## src/rtl/countdown_timer_if.sv

```systemverilog
// countdown_timer_if
//   Groups the control and status signals of countdown_timer.
//   master: the controller side (drives load/start/pause, reads status).
//   slave : the timer itself.
//   Signals:
//     ld_def    - load def_value and return to IDLE
//     def_value - preset {min_tens, min_ones, sec_tens, sec_ones}, BCD
//     start     - level-sampled start/resume request
//     pause     - level-sampled pause request
//     value     - current count, same packing as def_value
//     running   - high in RUN
//     paused    - high in PAUSE
//     expired   - high in EXPIRED
//     done      - one-cycle pulse on reaching 00:00
interface countdown_timer_if;
    logic        ld_def;
    logic [15:0] def_value;
    logic        start;
    logic        pause;
    logic [15:0] value;
    logic        running;
    logic        paused;
    logic        expired;
    logic        done;

    modport master (
        output ld_def, def_value, start, pause,
        input  value, running, paused, expired, done
    );

    modport slave (
        input  ld_def, def_value, start, pause,
        output value, running, paused, expired, done
    );
endinterface

```

## src/rtl/countdown_timer.sv

```systemverilog
// countdown_timer
//   Four-digit BCD countdown timer (MM:SS, 00:00-99:59). Loaded from a
//   saturated preset, started/paused by level-sampled requests, and
//   decremented once every TICK_DIV run cycles through a BCD borrow chain.
//   Reaching 00:00 enters EXPIRED and pulses done for one cycle.
//   Parameters:
//     TICK_DIV - clock cycles per countdown tick (>= 1)
//   Ports:
//     clk   - clock, rising edge
//     rst_n - synchronous active-low reset
//     bus   - countdown_timer_if.slave (control inputs, status outputs)
//   All outputs come straight from registers.
module countdown_timer #(
    parameter int unsigned TICK_DIV = 50000000
) (
    input  logic              clk,
    input  logic              rst_n,
    countdown_timer_if.slave  bus
);

    localparam int unsigned PW = (TICK_DIV > 1) ? $clog2(TICK_DIV) : 1;
    localparam logic [PW-1:0] PRESC_MAX = PW'(TICK_DIV - 1);

    typedef enum logic [1:0] {
        S_IDLE,
        S_RUN,
        S_PAUSE,
        S_EXPIRED
    } state_t;

    state_t        state_q, state_d;
    logic [15:0]   value_q, value_d;
    logic [PW-1:0] presc_q, presc_d;
    logic          done_q,  done_d;

    // Clamp each digit of a preset to its legal BCD range.
    function automatic logic [15:0] sat_bcd(input logic [15:0] d);
        logic [15:0] r;
        r[15:12] = (d[15:12] > 4'd9) ? 4'd9 : d[15:12];
        r[11:8]  = (d[11:8]  > 4'd9) ? 4'd9 : d[11:8];
        r[7:4]   = (d[7:4]   > 4'd5) ? 4'd5 : d[7:4];
        r[3:0]   = (d[3:0]   > 4'd9) ? 4'd9 : d[3:0];
        return r;
    endfunction

    // One-second decrement with borrow rippling sec_ones -> min_tens.
    function automatic logic [15:0] dec_bcd(input logic [15:0] v);
        logic [15:0] r;
        logic        b;
        r = v;
        b = (v[3:0] == 4'd0);
        r[3:0] = b ? 4'd9 : v[3:0] - 4'd1;
        if (b) begin
            b = (v[7:4] == 4'd0);
            r[7:4] = b ? 4'd5 : v[7:4] - 4'd1;
            if (b) begin
                b = (v[11:8] == 4'd0);
                r[11:8] = b ? 4'd9 : v[11:8] - 4'd1;
                if (b) begin
                    r[15:12] = v[15:12] - 4'd1;
                end
            end
        end
        return r;
    endfunction

    // State and datapath registers.
    always_ff @(posedge clk) begin
        if (!rst_n) begin
            state_q <= S_IDLE;
            value_q <= sat_bcd(bus.def_value);
            presc_q <= '0;
            done_q  <= 1'b0;
        end else begin
            state_q <= state_d;
            value_q <= value_d;
            presc_q <= presc_d;
            done_q  <= done_d;
        end
    end

    // Next-state and datapath update.
    always_comb begin
        state_d = state_q;
        value_d = value_q;
        presc_d = presc_q;
        done_d  = 1'b0;

        if (bus.ld_def) begin
            state_d = S_IDLE;
            value_d = sat_bcd(bus.def_value);
            presc_d = '0;
        end else begin
            unique case (state_q)
                S_IDLE: begin
                    if (bus.start && !bus.pause && (value_q != 16'h0000)) begin
                        state_d = S_RUN;
                        presc_d = '0;
                    end
                end
                S_RUN, S_PAUSE: begin
                    if (state_q == S_RUN && bus.pause) begin
                        state_d = S_PAUSE;
                    end else if (state_q == S_RUN || (bus.start && !bus.pause)) begin
                        // The resume edge out of PAUSE advances the prescaler
                        // like any RUN edge, so the retained partial tick
                        // completes after the same total of counted edges.
                        state_d = S_RUN;
                        if (presc_q == PRESC_MAX) begin
                            presc_d = '0;
                            value_d = dec_bcd(value_q);
                            if (dec_bcd(value_q) == 16'h0000) begin
                                state_d = S_EXPIRED;
                                done_d  = 1'b1;
                            end
                        end else begin
                            presc_d = presc_q + 1'b1;
                        end
                    end
                end
                S_EXPIRED: begin
                    state_d = S_EXPIRED;
                end
                default: begin
                    state_d = S_IDLE;
                end
            endcase
        end
    end

    // Output decode from registered state.
    always_comb begin
        bus.value   = value_q;
        bus.running = (state_q == S_RUN);
        bus.paused  = (state_q == S_PAUSE);
        bus.expired = (state_q == S_EXPIRED);
        bus.done    = done_q;
    end

endmodule

```

## src/flat_wrapper.sv

```systemverilog
// flat-port wrapper written by rule: the top's interface ports become plain ports
module countdown_timer_flat 
#(
    parameter int unsigned TICK_DIV = 50000000
)
  (clk, rst_n, bus_ld_def, bus_def_value, bus_start, bus_pause, bus_value, bus_running, bus_paused, bus_expired, bus_done);
  countdown_timer_if bus_i ();
  input  logic clk;
  input  logic rst_n;
  input wire logic [$bits(bus_i.ld_def)-1:0] bus_ld_def;
  input wire logic [$bits(bus_i.def_value)-1:0] bus_def_value;
  input wire logic [$bits(bus_i.start)-1:0] bus_start;
  input wire logic [$bits(bus_i.pause)-1:0] bus_pause;
  output wire logic [$bits(bus_i.value)-1:0] bus_value;
  output wire logic [$bits(bus_i.running)-1:0] bus_running;
  output wire logic [$bits(bus_i.paused)-1:0] bus_paused;
  output wire logic [$bits(bus_i.expired)-1:0] bus_expired;
  output wire logic [$bits(bus_i.done)-1:0] bus_done;
  assign bus_i.ld_def = bus_ld_def;
  assign bus_i.def_value = bus_def_value;
  assign bus_i.start = bus_start;
  assign bus_i.pause = bus_pause;
  assign bus_value = bus_i.value;
  assign bus_running = bus_i.running;
  assign bus_paused = bus_i.paused;
  assign bus_expired = bus_i.expired;
  assign bus_done = bus_i.done;
  countdown_timer #(.TICK_DIV(TICK_DIV)) u_core (.clk(clk), .rst_n(rst_n), .bus(bus_i));
endmodule
```

## config.mk

```make
export PLATFORM = sky130hd
export DESIGN_NAME = countdown_timer_flat
export DESIGN_NICKNAME = d
export VERILOG_FILES = /design/src/rtl/countdown_timer_if.sv /design/src/rtl/countdown_timer.sv /design/src/flat_wrapper.sv
export SDC_FILE = /design/constraint.sdc
export NUM_CORES = 1
export LEC_CHECK = 0
export BUFFER_PORTS_ARGS = -buffer_cell sky130_fd_sc_hd__buf_2
export CAP_MARGIN = 20
export CORE_MARGIN = 2
export CORE_UTILIZATION = 35
export DETAILED_ROUTE_END_ITERATION = 8
export SLEW_MARGIN = 25
export SYNTH_ARGS = -nofsm -noshare
export SYNTH_HDL_FRONTEND = slang
export SYNTH_SLANG_ARGS = --single-unit
```

## constraint.sdc

```tcl
create_clock -name clk -period 7.1 [get_ports clk]
set_clock_uncertainty 0.1 [all_clocks]
set_input_delay 1.065 -clock clk [delete_from_list [all_inputs] [get_ports clk]]
set_output_delay 1.065 -clock clk [all_outputs]
set_load 0.01 [all_outputs]
```

Word-level counts from Yosys, hierarchy flattened. Cells that the tools add are included.

Register bits after elaboration: 45. Input port bits: 21. Word-level logic and storage cells: 80.

Add/sub/neg operators: 5. Order comparisons: 4. Eq/ne operators: 12. Muxes and demuxes: 33. Bitwise logic cells: 4. Reductions and logical operators: 18.

Operators by type and width (number): $mux 26 (4); $mux 16 (6); $mux 12 (6); $pmux 26 s2 (1); $mux 4 (8); $add 26x1->26 const B (1); $eq 26x26->1 const B (1); $logic_not 16->1 (1); $reduce_bool 16->1 (1); $sub 4x1->4 const B (4); $gt 4x4->1 const B (3); $logic_not 4->1 (3); $ne 3x1->1 const B (4); $mux 2 (5); $mux 8 (1); $reduce_and 4->1 (2); $pmux 2 s3 (1); $reduce_or 6->1 (1); $eq 2x2->1 const B (2); $gt 4x3->1 const B (1); $ne 2x1->1 const B (2); $not 1->1 (4); $reduce_or 2->1 (2); $logic_and 1x1->1 (3); 9 further kinds (9).

Depth between registers and ports, before layout. Gate-level depths: netlist of run 1.

Depth in word-level cells: 15. Depth in mapped cells: 9. Gate-level depth less buffers: 8.

Least setup slack after synthesis of run 1. OpenSTA, ideal clock, no wires.

Path type: input to register. From: input bus_pause. To: register u_core.value_q[0], in the netlist u_core.bus.value[0] (enable). Setup time: 0.411 ns. Data arrival time: 2.441 ns. Required time: 6.589 ns. Slack: 4.148 ns. Stages on the path: 3. Cell sequence: inv_1 > o211ai_1 > o21ai_0.

Cells in the longest elaborated chain, start to end: 5. Elaborated cells between the ends (all ways): 7.

RTL lines: start, declared (line flat_wrapper.sv:13) `input wire logic [$bits(bus_i.pause)-1:0] bus_pause;`; $logic_not 1->1 (line countdown_timer.sv:104) `end else if (state_q == S_RUN || (bus.start && !bus.pause)) begin`; $logic_and 1x1->1 (line countdown_timer.sv:104); $logic_or 1x1->1 (line countdown_timer.sv:104); $ne 3x1->1 (no line); $reduce_and 4->1 (no line) (*); end signal, assigned (line countdown_timer.sv:71) `value_q <= sat_bcd(bus.def_value);`; end signal, assigned (line countdown_timer.sv:76) `value_q <= value_d;`; end, declared (line countdown_timer.sv:32) `logic [15:0] value_q, value_d;`.

Every way passes the cells marked *; elsewhere a longest branch is shown, timed or not. A chain may end at the register's enable or synchronous reset.

Worst setup path after layout of run 1.
From: register u_core.value_q[5], in the netlist u_core.bus.value[5]. To: register u_core.presc_q[23].

Cells in the longest elaborated chain, start to end: 4.

RTL lines: $reduce_bool 16->1 (line countdown_timer.sv:96) `if (bus.start && !bus.pause && (value_q != 16'h0000)) begin`; $logic_and 1x1->1 (line countdown_timer.sv:96); $ne 2x1->1 (no line); $reduce_and 4->1 (no line); end signal, assigned (line countdown_timer.sv:77) `presc_q <= presc_d;`; end, declared (line countdown_timer.sv:33) `logic [PW-1:0] presc_q, presc_d;`.

No other way between the ends.

==> metrics.md, run 1 <==
| Metric | Value |
|---|---|
| Status | finished clean |
| Total Routing Usage GR | 14.6% |
| Clk pwr share | 27.3% |
| Worst-path fanout max | 23 |
| Synth top area share | 22.5% |
| Synth cell types | 51 |
| Final setup violation count | 0 |
| Critical-path top delay cell | or4_2 |
| Final cycle utilization of the critical path | 43.2% |
| P_leak | 1.08 nW |
| Max-cap violations | 0 |
| Slew Limit Headroom | 38.3% |
| Largest cells by area after synthesis | dfxtp_1, edfxtp_1, xor2_1 |
| Final Slew Violations | 0 |
| Routed wire per std cell | 13.4 microns |
| Sw power | 0.000184 W |
| Initial core utilization | 36.0% |
| Synth cell count leaders | nor2_1, dfxtp_1, nand2_1, xor2_1, o21ai_0 |
| Largest buffer count on any clock path | 2 |
| Pin count of the biggest net entering global routing | 27 |
| Die Footprint | 8070 sq um |
| Row cnt | 31 |
| Post_cts resized | 0 |
| Post-Layout Cell Count | 430 |
| WP data arrival | 3.18 ns |
| Ratio of cells with drive above 1 in the final layout | 19.3% |
| Synth Flop Type | dfxtp_1 |
| Synth area leader | dfxtp_1 |
| CTS tree | done |
| Vias per cell | 5.22 |
| Register bit count reported by yosys | 45 |
| Antenna Nets Post-Route | 0 |
| Number of global-route vias before repair | 2082 |
| Gr ovfl total | 0 |
| Die span in x | 89.9 microns |
| Final Hold Fails | 0 |
| Postcts setup bufs | 0 |
| CTS HTree Levels | 2 |
| Antenna violations before repair | 0 |
| Most common cell in the netlist | nor2_1 |
| First-pass GRT wire length | 9.69 mm |
| Power Total | 0.000596 W |
| Sequential share of power | 49.9% |
| Number of flops mapped to enable cells by yosys | 16 |
| # diodes | 0 |
| Clk sinks | 45 |
| HPWL after DPL | 4.13 mm |
| DR vias | 2244 |
| Hold Buf Count CTS | 0 |
| CP Cell Sequence | or4_2 > nor3_4 > a21oi_1 > nand2_1 > nand2_1 > a21oi_1 |
| Cell Area, Synth | 2580 sq um |
| Worst-Skew Late Latency | 0.30 ns |
| P_int | 0.000412 W |
| Post-DP Area | 2880 sq um |
| Num CTS Buffers | 5 |
| Final setup TNS | 0 ns |
| Syn Area/Cell | 8.90 sq um |
| Final nets | 359 |
| Worst path top cell family by delay | simple AND/OR/NAND/NOR gates |
| Fin area | 2980 sq um |
| Sw Share | 30.9% |
| Core Util, Final | 41.5% |
| Ys async rst share | 0% |
| Req. time, crit path | 7.21 ns |
| Post-synthesis net count | 319 |
| Drc violations | 0 |
| Placer Congestion | 0.783 |
| VDD IR max | 0.0000758 V |
| CP max stage delay | 0.79 ns |
| Power Density | 200 nW/um^2 |
| Core Footprint | 7180 sq um |
| Crit path kind | register to register |
| Register area share after synthesis | 41.1% |
| Placed cell count | 422 |
| Unrepaired setup endpoints after global routing | no |
| YS warnings | 0 |
| Initial drt markers | 117 |
| CP Buf/Inv Count | 0 |
| Total Wirelength | 5.77 mm |
| Crit path time final | 3.07 ns |
| Die height | 89.9 microns |
| Cell count after synthesis | 290 |
| CP Capture Type | register |
| Startpoint Class | register |
| Drt pass-1 iters | 4 |
| Port-buffer cells | 40 |
| Worst slew pin tran | 0.925 ns |
| Clock slew at reported path FFs | 0.08 ns |
| F_max | 326 MHz |
| IO Pins | 41 |
| P&R area growth vs syn | 15.3% |
| Clock Tree Root | clkbuf_8 |
| Combinational Power Share | 22.8% |
| HP Class | register to register |
-- final cells by class --
type | instances | area [sq um]
fillers | 715 | 4200
multi-input cells | 226 | 1450
inverters | 10 | 37.5
repair buffers | 42 | 215
flip-flops and latches | 45 | 1060
clock inverters | 2 | 8.76
clock buffers | 6 | 82.6
well taps | 99 | 124
-- cells in the final DEF (no fill, tap or decap), types with 5 or more instances in the layout --
cell type,netlist,layout
nor2_1,40,40
buf_2,3,40
o21ai_0,18,17
inv_1,10,10
edfxtp_1,16,16
dfxtp_1,29,29
ha_1,8,8
and3_1,7,7
clkbuf_8,0,6
nor2b_1,5,5
nand4_1,11,11
nand2_1,21,21
nor3_1,10,10
a21oi_1,10,10
xnor2_1,7,7
xor2_1,19,19
nand3_1,16,16
-- metrics by stage --
stage,hold WS (ns),worst slack [ns]
2_1_floorplan,0.354,4.15
3_3_place_gp,0.366,3.84
3_5_place_dp,0.378,3.74
4_1_cts,0.396,3.97
5_1_grt,0.418,3.70
6_report,0.393,4.03
-- power groups by stage --
stage                     registers, W  logic [W]  clock network, W
after global routing          0.000300   0.000151          0.000183
after detailed placement      0.000303   0.000135                 0
after global placement        0.000303   0.000134                 0
final                         0.000297   0.000136          0.000163
after CTS                     0.000297   0.000136          0.000170
after floorplan               0.000305  0.0000936                 0
-- metal layers --
layer	global-route usage [%]	vias to the layer above	share of wire [%]
met2	23.7	57	46
li1	-	1125	-
met1	18.7	1057	47
met4	5.26	0	1.4
met3	4.02	5	5.7
met5	0	-	0
-- registers in the layout, summed over array words and instances, names as in the netlist --
signal / flops
u_core.bus.value: 16
u_core.presc_q: 26
u_core.state_q: 2
u_core.bus.done: 1
-- cell families after synthesis --
kind of cell               share of synthesized area (%)
muxes                                               1.60
adders and majority gates                           3.88
and+or+nand+nor                                     28.0
DFF                                                 41.1
AOI/OAI and AO/OA                                   13.3
buffers and inverters                               3.20
xor gates and xnor gates                            8.83
-- worst paths after layout --
path	cells after the start	startpoint	slack, ns	end
worst max register to register	6	u_core.bus.value[5]$_DFFE_PP_	4.03	u_core.presc_q[23]$_SDFFE_PP0P_
worst min-delay path	2	u_core.presc_q[23]$_SDFFE_PP0P_	0.39	u_core.presc_q[23]$_SDFFE_PP0P_
worst max-delay path	6	u_core.bus.value[5]$_DFFE_PP_	4.03	u_core.presc_q[23]$_SDFFE_PP0P_
worst min register to register	2	u_core.presc_q[23]$_SDFFE_PP0P_	0.39	u_core.presc_q[23]$_SDFFE_PP0P_
-- worst min-delay path, stage by stage, from the launching register on --
cell and delay [ns]:
dfxtp_1 0.32, o21ai_0 0.07, a21oi_1 0.06
Note: power is estimated with default switching activity, not from simulation.
==> inputs of run 2 (changes only) <==
clock period = 2.94 ns   (was 7.1 ns; I/O delays follow)
==> metrics.md, run 2 (synthesized netlist as in run 1, its figures left out) <==
| Metric | Value |
|---|---|
| Gr ovfl total | 0 |
| Ratio of cells with drive above 1 in the final layout | 21.0% |
| Die span in x | 89.9 microns |
| Sequential share of power | 47.3% |
| Placer Congestion | 0.817 |
| Final setup violation count | 0 |
| Row cnt | 31 |
| Total Routing Usage GR | 14.8% |
| Sw power | 0.000464 W |
| CTS HTree Levels | 2 |
| CP Capture Type | register |
| Worst-Skew Late Latency | 0.31 ns |
| Worst-path fanout max | 7 |
| Final Hold Fails | 0 |
| Power Density | 499 nW/um^2 |
| Most frequent cells in the layout | nor2_1, buf_2, dfxtp_1 |
| Routed wire per std cell | 13.5 microns |
| Antenna Nets Post-Route | 0 |
| CTS tree | done |
| Sw Share | 30.5% |
| Largest buffer count on any clock path | 2 |
| Clock slew at reported path FFs | 0.09 ns |
| Largest Register | u_core.presc_q |
| HPWL after DPL | 4.34 mm |
| P&R area growth vs syn | 18.0% |
| Die height | 89.9 microns |
| # diodes | 0 |
| WP data arrival | 2.70 ns |
| Crit path kind | register to register |
| Req. time, crit path | 2.98 ns |
| Final setup TNS | 0 ns |
| Startpoint Class | register |
| Hold Path Stages | 3 |
| Number of flip-flops in the largest register | 26 |
| HP Class | input port to register |
| Total Wirelength | 5.90 mm |
| Clock Tree Root | clkbuf_8 |
| VDD IR max | 0.000154 V |
| Crit path time final | 2.67 ns |
| Slew Limit Headroom | 34.1% |
| Status | finished clean |
| Clk sinks | 45 |
| Area used by multi-input combinational logic | 1440 sq um |
| Final Slew Violations | 0 |
| Unrepaired setup endpoints after global routing | no |
| Drt pass-1 iters | 4 |
| IO Pins | 41 |
| Path depth of the worst reg2reg path | 6 |
| Number of global-route vias before repair | 2162 |
| First-pass GRT wire length | 9.94 mm |
| Drc violations | 0 |
| Register cell area after layout | 1060 sq um |
| Pin count of the biggest net entering global routing | 27 |
| Antenna violations before repair | 0 |
| Layout fillers | 745 |
| Port-buffer cells | 40 |
| DR vias | 2234 |
| Max-cap violations | 0 |
| P_int | 0.00106 W |
| Final cycle utilization of the critical path | 90.7% |
| Worst slew pin tran | 0.989 ns |
| Initial drt markers | 67 |
| Combinational Power Share | 22.1% |
| P_leak | 1.13 nW |
| Clk pwr share | 30.6% |
| Initial core utilization | 36.0% |
| Core Footprint | 7180 sq um |
| Vias per cell | 5.11 |
| Num CTS Buffers | 5 |
| Die Footprint | 8070 sq um |
| F_max | 375 MHz |
| Power Total | 0.00152 W |
| Final nets | 366 |
-- run 2: worst paths after layout --
| path | start | endpoint | slack [ns] |
|---|---|---|---|
| worst min register to register | u_core.presc_q[23]$_SDFFE_PP0P_ | u_core.presc_q[23]$_SDFFE_PP0P_ | 0.40 |
| worst max-delay path | u_core.bus.value[1]$_DFFE_PP_ | u_core.bus.value[13]$_DFFE_PP_ | 0.27 |
| worst max register to register | u_core.bus.value[1]$_DFFE_PP_ | u_core.bus.value[13]$_DFFE_PP_ | 0.27 |
| worst min-delay path | bus_def_value[3] | u_core.bus.value[3]$_DFFE_PP_ | 0.34 |
-- run 2: timing repair --
| action | 4_1_cts | 5_1_grt |
|---|---|---|
| setup endpoints to repair | 0 | 23 |
| hold buffers | 0 | 0 |
| resized for setup | 0 | 1 |
| setup buffers | 0 | 0 |
-- run 2: area by class of cell --
cell class              instances  area share [%]
multi-input cells             226            47.3
flip-flops and latches         45            34.8
repair buffers                 49            8.79
well taps                      99            4.07
clock buffers                   7            3.53
inverters                      10            1.23
clock inverters                 1           0.247
-- run 2: critical path, stage by stage (launching register included) --
cell and delay (ns):
edfxtp_1 0.50, or4_4 0.61, or2_1 0.34, nor3_4 0.30
buf_4 0.17, mux2_2 0.31, o21ai_0 0.15
-- run 2: power by group through the flow --
stage	clock [W]	sequential, W	combinational [W]
4_1_cts	0.000480	0.000720	0.000335
6_report	0.000466	0.000719	0.000336
3_3_place_gp	0	0.000733	0.000332
5_1_grt	0.000506	0.000725	0.000380
2_1_floorplan	0	0.000736	0.000226
3_5_place_dp	0	0.000734	0.000333
-- run 2: per-stage QoR --
step                      instances  setup WS [ns]  instance area, sq um  utilization (%)  hold WS, ns
after CTS                       437          0.237                  3040             42.4        0.330
final                           437          0.273                  3050             42.4        0.336
after floorplan                 290          0.139                  2580                -        0.354
after global routing            437          0.111                  3050             42.4        0.362
after global placement          429          0.288                  2930             40.8        0.372
after detailed placement        429          0.269                  2930             40.8        0.387
-- run 2: metal layers --
| layer | track usage, % | part of all wire [%] |
|---|---|---|
| met5 | 0 | 0 |
| met4 | 4.23 | 1.1 |
| met3 | 3.60 | 5.0 |
| met2 | 24.9 | 47 |
| met1 | 19.1 | 47 |
==> inputs of run 3 (changes only) <==
BUFFER_PORTS_ARGS = -buffer_cell sky130_fd_sc_hd__clkbuf_2   (was -buffer_cell sky130_fd_sc_hd__buf_2)
PLACE_DENSITY_LB_ADDON = 0.08   (was unset)
==> metrics.md, run 3 (synthesized netlist as in run 1, its figures left out) <==
| Metric | Value |
|---|---|
| Drc violations | 0 |
| Post-Layout Cell Count | 441 |
| Routed wire per std cell | 13.9 microns |
| Most frequent cells in the layout | nor2_1, clkbuf_2, dfxtp_1 |
| IO Pins | 41 |
| Final nets | 370 |
| Critical-path top delay cell | or4_4 |
| F_max | 389 MHz |
| Die height | 89.9 microns |
| Largest Register | u_core.presc_q |
| Reg2Reg Launch Point | u_core.bus.value[3]$_DFFE_PP_ |
| CP max stage delay | 0.55 ns |
| Worst-Skew Late Latency | 0.31 ns |
| Post-route setup slack | 0.367 ns |
| CTS tree | done |
| HP Class | input port to register |
| Placer Congestion | 0.788 |
| Hold path endpoint | u_core.bus.value[5]$_DFFE_PP_ |
| Ratio of cells with drive above 1 in the final layout | 21.6% |
| Row cnt | 31 |
| P_leak | 1.14 nW |
| Final setup TNS | 0 ns |
| First-pass GRT wire length | 10.2 mm |
| Worst slew pin tran | 0.830 ns |
| Largest buffer count on any clock path | 2 |
| Clock slew at reported path FFs | 0.10 ns |
| Clock Tree Root | clkbuf_8 |
| Total Wirelength | 6.13 mm |
| # diodes | 0 |
| WP data arrival | 2.67 ns |
| Vias per cell | 5.09 |
| Gr ovfl total | 0 |
| Die Footprint | 8070 sq um |
| Startpoint Class | register |
| Core Util, Final | 42.6% |
| Path depth of the worst reg2reg path | 6 |
| Final Hold Fails | 0 |
| Total Routing Usage GR | 15.4% |
| CTS HTree Levels | 2 |
| Post_cts resized | 0 |
| Max-cap violations | 0 |
| Num CTS Buffers | 5 |
| P&R area growth vs syn | 18.6% |
| Placed cell count | 433 |
| Antenna violations before repair | 0 |
| Worst-path fanout max | 7 |
| Hold path startpoint | bus_def_value[5] |
| DP Worst Slack | 0.367 ns |
| Power Density | 480 nW/um^2 |
| Clk sinks | 45 |
| Number of flip-flops in the largest register | 26 |
| Unrepaired setup endpoints after global routing | no |
| Status | finished clean |
| Worst path top cell family by delay | simple AND/OR/NAND/NOR gates |
| Postcts setup bufs | 0 |
| Hold Buf Count CTS | 0 |
| CP Cell Sequence | or4_4 > or2_1 > nor3_4 > mux2i_1 > a211oi_1 > o31a_2 |
| Final setup violation count | 0 |
| Number of global-route vias before repair | 2122 |
| Final Slew Violations | 0 |
| DR vias | 2243 |
| Pin count of the biggest net entering global routing | 21 |
| Slew Limit Headroom | 44.6% |
| VDD IR max | 0.000202 V |
| Crit path time final | 2.57 ns |
| Crit path kind | register to register |
| R2R Path End | u_core.state_q[1]$_SDFFE_PP0P_ |
| Final cycle utilization of the critical path | 87.5% |
| Req. time, crit path | 3.04 ns |
| CP Buf/Inv Count | 0 |
| Die span in x | 89.9 microns |
| Initial core utilization | 36.0% |
| CP Capture Type | register |
| Initial drt markers | 63 |
| Hold Path Stages | 3 |
| FF-to-FF setup slack | 0.37 ns |
| Antenna Nets Post-Route | 0 |
| WHS | 0.342 ns |
| Core Footprint | 7180 sq um |
| Drt pass-1 iters | 4 |
| HPWL after DPL | 4.58 mm |
| Port-buffer cells | 40 |
run 3: routing by layer:
layer,wire (microns),vias up,track usage [%]
li1,-,1150,-
met1,3020,1042,19.9
met2,2810,46,25.9
met3,229,5,3.02
met4,76,0,5.00
met5,0,-,0
run 3: worst max path at each step:
stage	start	endpoint	slack (ns)	depth (start not counted)
detailed placement	u_core.bus.value[3]$_DFFE_PP_	u_core.state_q[1]$_SDFFE_PP0P_	0.37	6
CTS	u_core.bus.value[5]$_DFFE_PP_	u_core.presc_q[23]$_SDFFE_PP0P_	0.34	7
global placement	u_core.bus.value[5]$_DFFE_PP_	u_core.presc_q[23]$_SDFFE_PP0P_	0.38	7
floorplan	u_core.state_q[0]$_SDFFE_PP0P_	u_core.bus.value[0]$_DFFE_PP_	0.14	5
finish	u_core.bus.value[3]$_DFFE_PP_	u_core.state_q[1]$_SDFFE_PP0P_	0.37	6
global route	u_core.bus.value[5]$_DFFE_PP_	u_core.presc_q[18]$_SDFFE_PP0P_	0.18	7
run 3: tightest hold or removal path, delay by kind of cell:
kind                   cells  cell delay [ns]
buffers and inverters      1             0.09
AOI/OAI and AO/OA          1             0.08
and+or+nand+nor            1             0.04
run 3: cell type report:
| cell class | instances | area [sq um] |
|---|---|---|
| Clock buffer | 5 | 68.8 |
| Tap cell | 99 | 124 |
| Timing Repair Buffer | 53 | 310 |
| Clock inverter | 3 | 21.3 |
| Inverter | 10 | 37.5 |
| Fill cell | 736 | 4120 |
| Multi-Input combinational cell | 226 | 1440 |
| Sequential cell | 45 | 1060 |
run 3: report_power, final:
part	internal, W	switching, W	leakage (nW)
combinational	0.000140	0.000207	0.701
clock	0.000169	0.000234	0.0445
sequential	0.000682	0.0000365	0.398
total	0.000990	0.000478	1.14
run 3: through the flow:
step | instance area [sq um] | total power [W]
detailed placement | 2970 | 0.00108
global placement | 2970 | 0.00108
floorplan | 2580 | 0.000962
finish | 3060 | 0.00147
CTS | 3060 | 0.00149
global route | 3060 | 0.00155
